[src/rtl/imem_loader_if.sv]
// imem_loader_if: byte-stream input and instruction-memory write port of the loader.
// The slave modport is the loader side; the master modport is the stream source / memory side.
interface imem_loader_if #(
    parameter int ADDR_W = 5
);
    logic              start;
    logic              byte_valid;
    logic [7:0]        byte_data;
    logic              byte_ready;
    logic              mem_we;
    logic [ADDR_W-1:0] mem_waddr;
    logic [31:0]       mem_wdata;
    logic              cpu_hold;
    logic              done;
    logic              err;

    modport slave (
        input  start, byte_valid, byte_data,
        output byte_ready, mem_we, mem_waddr, mem_wdata, cpu_hold, done, err
    );

    modport master (
        output start, byte_valid, byte_data,
        input  byte_ready, mem_we, mem_waddr, mem_wdata, cpu_hold, done, err
    );
endinterface

[src/rtl/imem_loader.sv]
// imem_loader: fills the instruction memory from a header + big-endian byte stream while holding the CPU.
// Define IMEM_LOADER_CKSUM_EN to add a trailing XOR checksum byte that drives err on mismatch.
module imem_loader #(
    parameter int ADDR_W = 5,
    parameter int DEPTH  = 32
) (
    input  logic          clk,
    input  logic          rst_n,
    imem_loader_if.slave  bus
);
`ifdef IMEM_LOADER_CKSUM_EN
    typedef enum logic [2:0] {IDLE, HDR, ASM, WR, CK, FIN} state_t;
`else
    typedef enum logic [2:0] {IDLE, HDR, ASM, WR, FIN} state_t;
`endif

    state_t            r_state;
    logic              r_byte_ready;
    logic              r_mem_we;
    logic [ADDR_W-1:0] r_mem_waddr;
    logic [31:0]       r_mem_wdata;
    logic              r_cpu_hold;
    logic              r_done;
    logic [1:0]        r_bcnt;
    logic [ADDR_W-1:0] r_wcnt;
    logic [ADDR_W-1:0] r_last;
    logic [23:0]       r_shift;
`ifdef IMEM_LOADER_CKSUM_EN
    logic [7:0]        r_xor;
    logic              r_err;
`endif

    logic              w_xfer;
    logic [5:0]        w_len;
    logic [ADDR_W-1:0] w_last;
    logic [31:0]       w_word;

    assign w_xfer = bus.byte_valid && r_byte_ready;
    assign w_len  = bus.byte_data[5:0];
    // A header of 0 or anything past the memory size means "fill the whole memory".
    assign w_last = (w_len == 6'd0 || int'(w_len) > DEPTH) ? ADDR_W'(DEPTH - 1) : ADDR_W'(w_len - 6'd1);
    assign w_word = {r_shift, bus.byte_data};

    assign bus.byte_ready = r_byte_ready;
    assign bus.mem_we     = r_mem_we;
    assign bus.mem_waddr  = r_mem_waddr;
    assign bus.mem_wdata  = r_mem_wdata;
    assign bus.cpu_hold   = r_cpu_hold;
    assign bus.done       = r_done;
`ifdef IMEM_LOADER_CKSUM_EN
    assign bus.err        = r_err;
`else
    assign bus.err        = 1'b0;
`endif

    // Load sequencer: header, 4-byte word assembly, one-cycle write, optional checksum, finish.
    always_ff @(posedge clk or negedge rst_n) begin
        if (!rst_n) begin
            r_state      <= IDLE;
            r_byte_ready <= 1'b0;
            r_mem_we     <= 1'b0;
            r_mem_waddr  <= '0;
            r_mem_wdata  <= '0;
            r_cpu_hold   <= 1'b0;
            r_done       <= 1'b0;
            r_bcnt       <= '0;
            r_wcnt       <= '0;
            r_last       <= '0;
            r_shift      <= '0;
`ifdef IMEM_LOADER_CKSUM_EN
            r_xor        <= '0;
            r_err        <= 1'b0;
`endif
        end else begin
            r_mem_we <= 1'b0;
            case (r_state)
                IDLE: begin
                    if (bus.start) begin
                        r_state      <= HDR;
                        r_byte_ready <= 1'b1;
                        r_cpu_hold   <= 1'b1;
                        r_done       <= 1'b0;
                        r_bcnt       <= '0;
                        r_wcnt       <= '0;
`ifdef IMEM_LOADER_CKSUM_EN
                        r_xor        <= '0;
                        r_err        <= 1'b0;
`endif
                    end
                end
                HDR: begin
                    if (w_xfer) begin
                        r_last  <= w_last;
                        r_state <= ASM;
                    end
                end
                ASM: begin
                    if (w_xfer) begin
                        r_shift <= w_word[23:0];
                        r_bcnt  <= r_bcnt + 2'd1;
`ifdef IMEM_LOADER_CKSUM_EN
                        r_xor   <= r_xor ^ bus.byte_data;
`endif
                        if (r_bcnt == 2'd3) begin
                            r_state      <= WR;
                            r_byte_ready <= 1'b0;
                            r_mem_we     <= 1'b1;
                            r_mem_waddr  <= r_wcnt;
                            r_mem_wdata  <= w_word;
                        end
                    end
                end
                WR: begin
                    r_wcnt <= r_wcnt + ADDR_W'(1);
                    if (r_wcnt == r_last) begin
`ifdef IMEM_LOADER_CKSUM_EN
                        r_state      <= CK;
                        r_byte_ready <= 1'b1;
`else
                        r_state      <= FIN;
                        r_cpu_hold   <= 1'b0;
                        r_done       <= 1'b1;
`endif
                    end else begin
                        r_state      <= ASM;
                        r_byte_ready <= 1'b1;
                    end
                end
`ifdef IMEM_LOADER_CKSUM_EN
                CK: begin
                    if (w_xfer) begin
                        r_err        <= bus.byte_data != r_xor;
                        r_byte_ready <= 1'b0;
                        r_cpu_hold   <= 1'b0;
                        r_done       <= 1'b1;
                        r_state      <= FIN;
                    end
                end
`endif
                FIN: r_state <= IDLE;
                default: r_state <= IDLE;
            endcase
        end
    end
endmodule

[src/flat_wrapper.sv]
// flat-port wrapper written by rule: the top's interface ports become plain ports
module imem_loader_flat 
#(
    parameter int ADDR_W = 5,
    parameter int DEPTH  = 32
)
  (clk, rst_n, bus_start, bus_byte_valid, bus_byte_data, bus_byte_ready, bus_mem_we, bus_mem_waddr, bus_mem_wdata, bus_cpu_hold, bus_done, bus_err);
  imem_loader_if #(.ADDR_W(ADDR_W)) bus_i ();
  input  logic clk;
  input  logic rst_n;
  input wire logic [$bits(bus_i.start)-1:0] bus_start;
  input wire logic [$bits(bus_i.byte_valid)-1:0] bus_byte_valid;
  input wire logic [$bits(bus_i.byte_data)-1:0] bus_byte_data;
  output wire logic [$bits(bus_i.byte_ready)-1:0] bus_byte_ready;
  output wire logic [$bits(bus_i.mem_we)-1:0] bus_mem_we;
  output wire logic [$bits(bus_i.mem_waddr)-1:0] bus_mem_waddr;
  output wire logic [$bits(bus_i.mem_wdata)-1:0] bus_mem_wdata;
  output wire logic [$bits(bus_i.cpu_hold)-1:0] bus_cpu_hold;
  output wire logic [$bits(bus_i.done)-1:0] bus_done;
  output wire logic [$bits(bus_i.err)-1:0] bus_err;
  assign bus_i.start = bus_start;
  assign bus_i.byte_valid = bus_byte_valid;
  assign bus_i.byte_data = bus_byte_data;
  assign bus_byte_ready = bus_i.byte_ready;
  assign bus_mem_we = bus_i.mem_we;
  assign bus_mem_waddr = bus_i.mem_waddr;
  assign bus_mem_wdata = bus_i.mem_wdata;
  assign bus_cpu_hold = bus_i.cpu_hold;
  assign bus_done = bus_i.done;
  assign bus_err = bus_i.err;
  imem_loader #(.ADDR_W(ADDR_W), .DEPTH(DEPTH)) u_core (.clk(clk), .rst_n(rst_n), .bus(bus_i));
endmodule
[config.mk]
export PLATFORM = sky130hd
export DESIGN_NAME = imem_loader_flat
export DESIGN_NICKNAME = d
export VERILOG_FILES = /design/src/rtl/imem_loader_if.sv /design/src/rtl/imem_loader.sv /design/src/flat_wrapper.sv
export SDC_FILE = /design/constraint.sdc
export NUM_CORES = 1
export LEC_CHECK = 0
export BUFFER_PORTS_ARGS = -buffer_cell sky130_fd_sc_hd__buf_2
export CAP_MARGIN = 20
export CORE_MARGIN = 2
export CORE_UTILIZATION = 50
export CTS_CLUSTER_SIZE = 30
export DETAILED_ROUTE_END_ITERATION = 8
export GPL_TIMING_DRIVEN = 0
export PLACE_DENSITY = 0.75
export SLEW_MARGIN = 20
export SYNTH_ARGS = -nofsm -noshare
export SYNTH_HDL_FRONTEND = slang
export SYNTH_SLANG_ARGS = --single-unit
[constraint.sdc]
create_clock -name clk -period 1.6 [get_ports clk]
set_input_delay 0.24 -clock clk [delete_from_list [all_inputs] [get_ports clk]]
set_output_delay 0.24 -clock clk [all_outputs]
set_load 0.03 [all_outputs]
==> results.yml <==
final_layout:
  final_cell_area_mm2: 0.004179
  area_delta_synth_final_pct: 25.23
  fill_cells: 472
  antenna_cells: 0
  final_common_cell: "dfrtp_1"
  drive_gt1_frac: 0.4984
  nNetsFinal: 333
  multi_input_area_mm2: 0.001272
  mostFrequentLayoutCells: "79 x dfrtp_1, 52 x buf_2, 48 x mux2_2"
  regArea_mm2: 0.002003
run:
  drv_cap: 0
pwr:
  irDropWorstVdd_uv: 1210
  power.leakage_nw: 2.053
  p_per_area_mw_per_mm2: 2135
  finalPower_w: 0.008921
clock_tree:
  cts_made_buffers: 9
  cts-htree-levels: 3
  clk_latency_ns: 0.35
  clock_path_buffers: 2
  clock_sinks: 80
  clk_pin_slew_ns: 0.09
  root_buffer: "clkbuf_8"
  cts_tree: "built"
global_route:
  first_global_vias: 2158
  grt.total_usage: 0.1886
  gr-total-overflow: 0
  antenna_found_initial: 0
  grt_pass1_wl_um: 10500
  grt_max_degree: 58
synthesis:
  synth-simple-area-share: 0.06487
  ys_ff_latch: 80
  synth.yosys.warnings: 0
  ys_seq_area_frac: 0.5999
  syn_inst: 241
  synth.area.mux_share: 0.2178
  synth_cell_type_count: 34
  yosys.area_share.adder: 0.01500
  synth_area_mm2: 0.003337
  synth-compound-area-share: 0.04649
  synthXorXnorAreaFrac: 0.02625
  synth_top_family_by_area: "multiplexers"
  syn_nets: 257
  syn_area_per_cell_um2: 13.85
critical_path:
  cp.required_ns: 1.83
  path_max_fanout: 5
  arrival_ns: 1.81
  reg2regPathDepth: 6
  start_kind: "flip-flop"
  cp-end-kind: "flip-flop"
  worstSetupPathType: "flip-flop to flip-flop"
worst_hold_path:
  holdPathStages: 2
  hold_path_class: "input pin to flip-flop"
die:
  dieArea_mm2: 0.007344
  rows: 29
  die_y_um: 85.70
  pin_count: 54
  die_width_um: 85.70
  start_util: 0.5225
  fp.coreArea_mm2: 0.006386
drt:
  dr.pass1.iters: 4
  ant_nets: 0
  wire_per_inst_um: 16.31
  vias: 2168
  drtIter0Drc: 73
  drc: 0
  viasPerCell: 5.447
  wirelength_um: 6490
timing:
  period_needed_ns: 1.578
  finalSetupViolations: 0
  slew_viol_final: 0
  fmax_mhz: 633.9
  fin_crit_sh: 0.9860
  skew_ns: 0.008921
  rsz0062_at_grt: "yes"
  final.setup.tns_ns: 0
  hold_viol: 0
place:
  hpwlAfterDp_um: 4250
  port_buffers: 52
  dpl-instance-area_mm2: 0.003735
  gp_congestion: 0.7968
status:
  outcome: "finished clean"
sequential cells by signal, indices dropped and copies added (netlist names), 2 cells and up:
name	cells
u_core.bus.mem_wdata	32
u_core.bus.mem_waddr	5
u_core.r_bcnt	2
u_core.r_wcnt	5
u_core.r_shift	24
u_core.r_state	3
u_core.r_last	5
metrics by stage:
step           hold WS, ns  instances  setup slack [ns]    util
4_1_cts             0.1230        397          -0.04310  0.6495
3_3_place_gp        0.4717        370           -0.4112  0.5801
5_1_grt             0.1324        398          -0.05170  0.6544
6_report            0.1366        398           0.02248  0.6544
3_5_place_dp        0.1676        371           -0.4348  0.5848
2_1_floorplan     -0.05559        241           -0.1622       -
layout make-up:
| class | instances | share of cell area |
|---|---|---|
| sequential | 80 | 0.4793 |
| multi-input combinational | 143 | 0.3045 |
| timing repair buffer | 66 | 0.1048 |
| clock buffer | 9 | 0.02964 |
| clock inverter | 6 | 0.02754 |
| buffer | 10 | 0.02485 |
| tap | 77 | 0.02305 |
| inverter | 7 | 0.006287 |
metal layers:
layer / global-route usage / part of all wire / vias to the layer above
met5: 0 / 0 / -
met4: 0.08658 / 0.021 / 0
met3: 0.03850 / 0.043 / 12
met2: 0.2905 / 0.48 / 58
met1: 0.2602 / 0.46 / 1102
li1: - / - / 996
worst max-delay path: stages (launching register included):
cell	delay, ns
dfrtp_1	0.41
nand2b_4	0.16
nor3_4	0.21
nand2_2	0.11
buf_8	0.15
buf_12	0.14
mux2_4	0.29
final timing paths:
check                           slack (ns)                  endpoint                    start
worst min-delay path                  0.14         u_core.r_shift[7]         bus_byte_data[7]
max in group asynchronous             0.67   u_core.bus.mem_wdata[9]                    rst_n
worst min register to register        0.50   u_core.bus.mem_waddr[3]  u_core.bus.mem_waddr[3]
min in group asynchronous             0.34   u_core.bus.mem_waddr[1]                    rst_n
worst max register to register        0.02  u_core.bus.mem_wdata[29]        u_core.r_state[2]
worst max-delay path                  0.02  u_core.bus.mem_wdata[29]        u_core.r_state[2]
cells by family (layout without fill, tap and decap cells):
family                   Yosys count  count (layout)
multiplexers                      62              62
other                              1               1
adder cells (fa/ha/maj)            4               4
flip-flops                        80              80
AO/OA/AOI/OAI                     25              25
AND/OR/NAND/NOR                   41              41
buffers and inverters             18              98
XOR/XNOR                          10              10
cell usage after synthesis, drive strengths merged:
library cell / n / share of area
a21oi: 3 / 0.0045
nor3: 3 / 0.0079
nand3b: 2 / 0.0045
xor2: 7 / 0.018
clkbuf: 1 / 0.0011
or3b: 1 / 0.0026
xnor2: 3 / 0.0079
or2: 1 / 0.0019
mux2i: 1 / 0.0030
nand2b: 2 / 0.0060
inv: 7 / 0.0079
a22o: 3 / 0.0079
o2bb2ai: 1 / 0.0026
o21ai: 8 / 0.012
buf: 10 / 0.019
ha: 4 / 0.015
nand4: 2 / 0.0037
nor4: 2 / 0.0037
nand3: 2 / 0.0030
o31ai: 1 / 0.0023
conb: 1 / 0.0011
dfrtp: 80 / 0.60
a31oi: 8 / 0.015
nor2: 14 / 0.016
a21o: 1 / 0.0023
nor4b: 1 / 0.0026
mux2: 61 / 0.21
nand2: 11 / 0.013
report_power, final:
group	leakage (nW)	switching, W	internal (W)
sequential	0.978	0.000545	0.00290
clock	0.116	0.000759	0.00104
combinational	0.958	0.00195	0.00173
total	2.05	0.00325	0.00567
timing repair:
action / 4_1_cts / 5_1_grt
endpoints found under the hold margin: 23 / 0
pin swaps: 4 / 6
cloned: 1 / 0
setup buffers: 10 / 2
endpoints found under the setup margin: 72 / 71
resized for setup: 19 / 11
hold buffers: 1 / 0
Power figures use the tool's default switching activity.
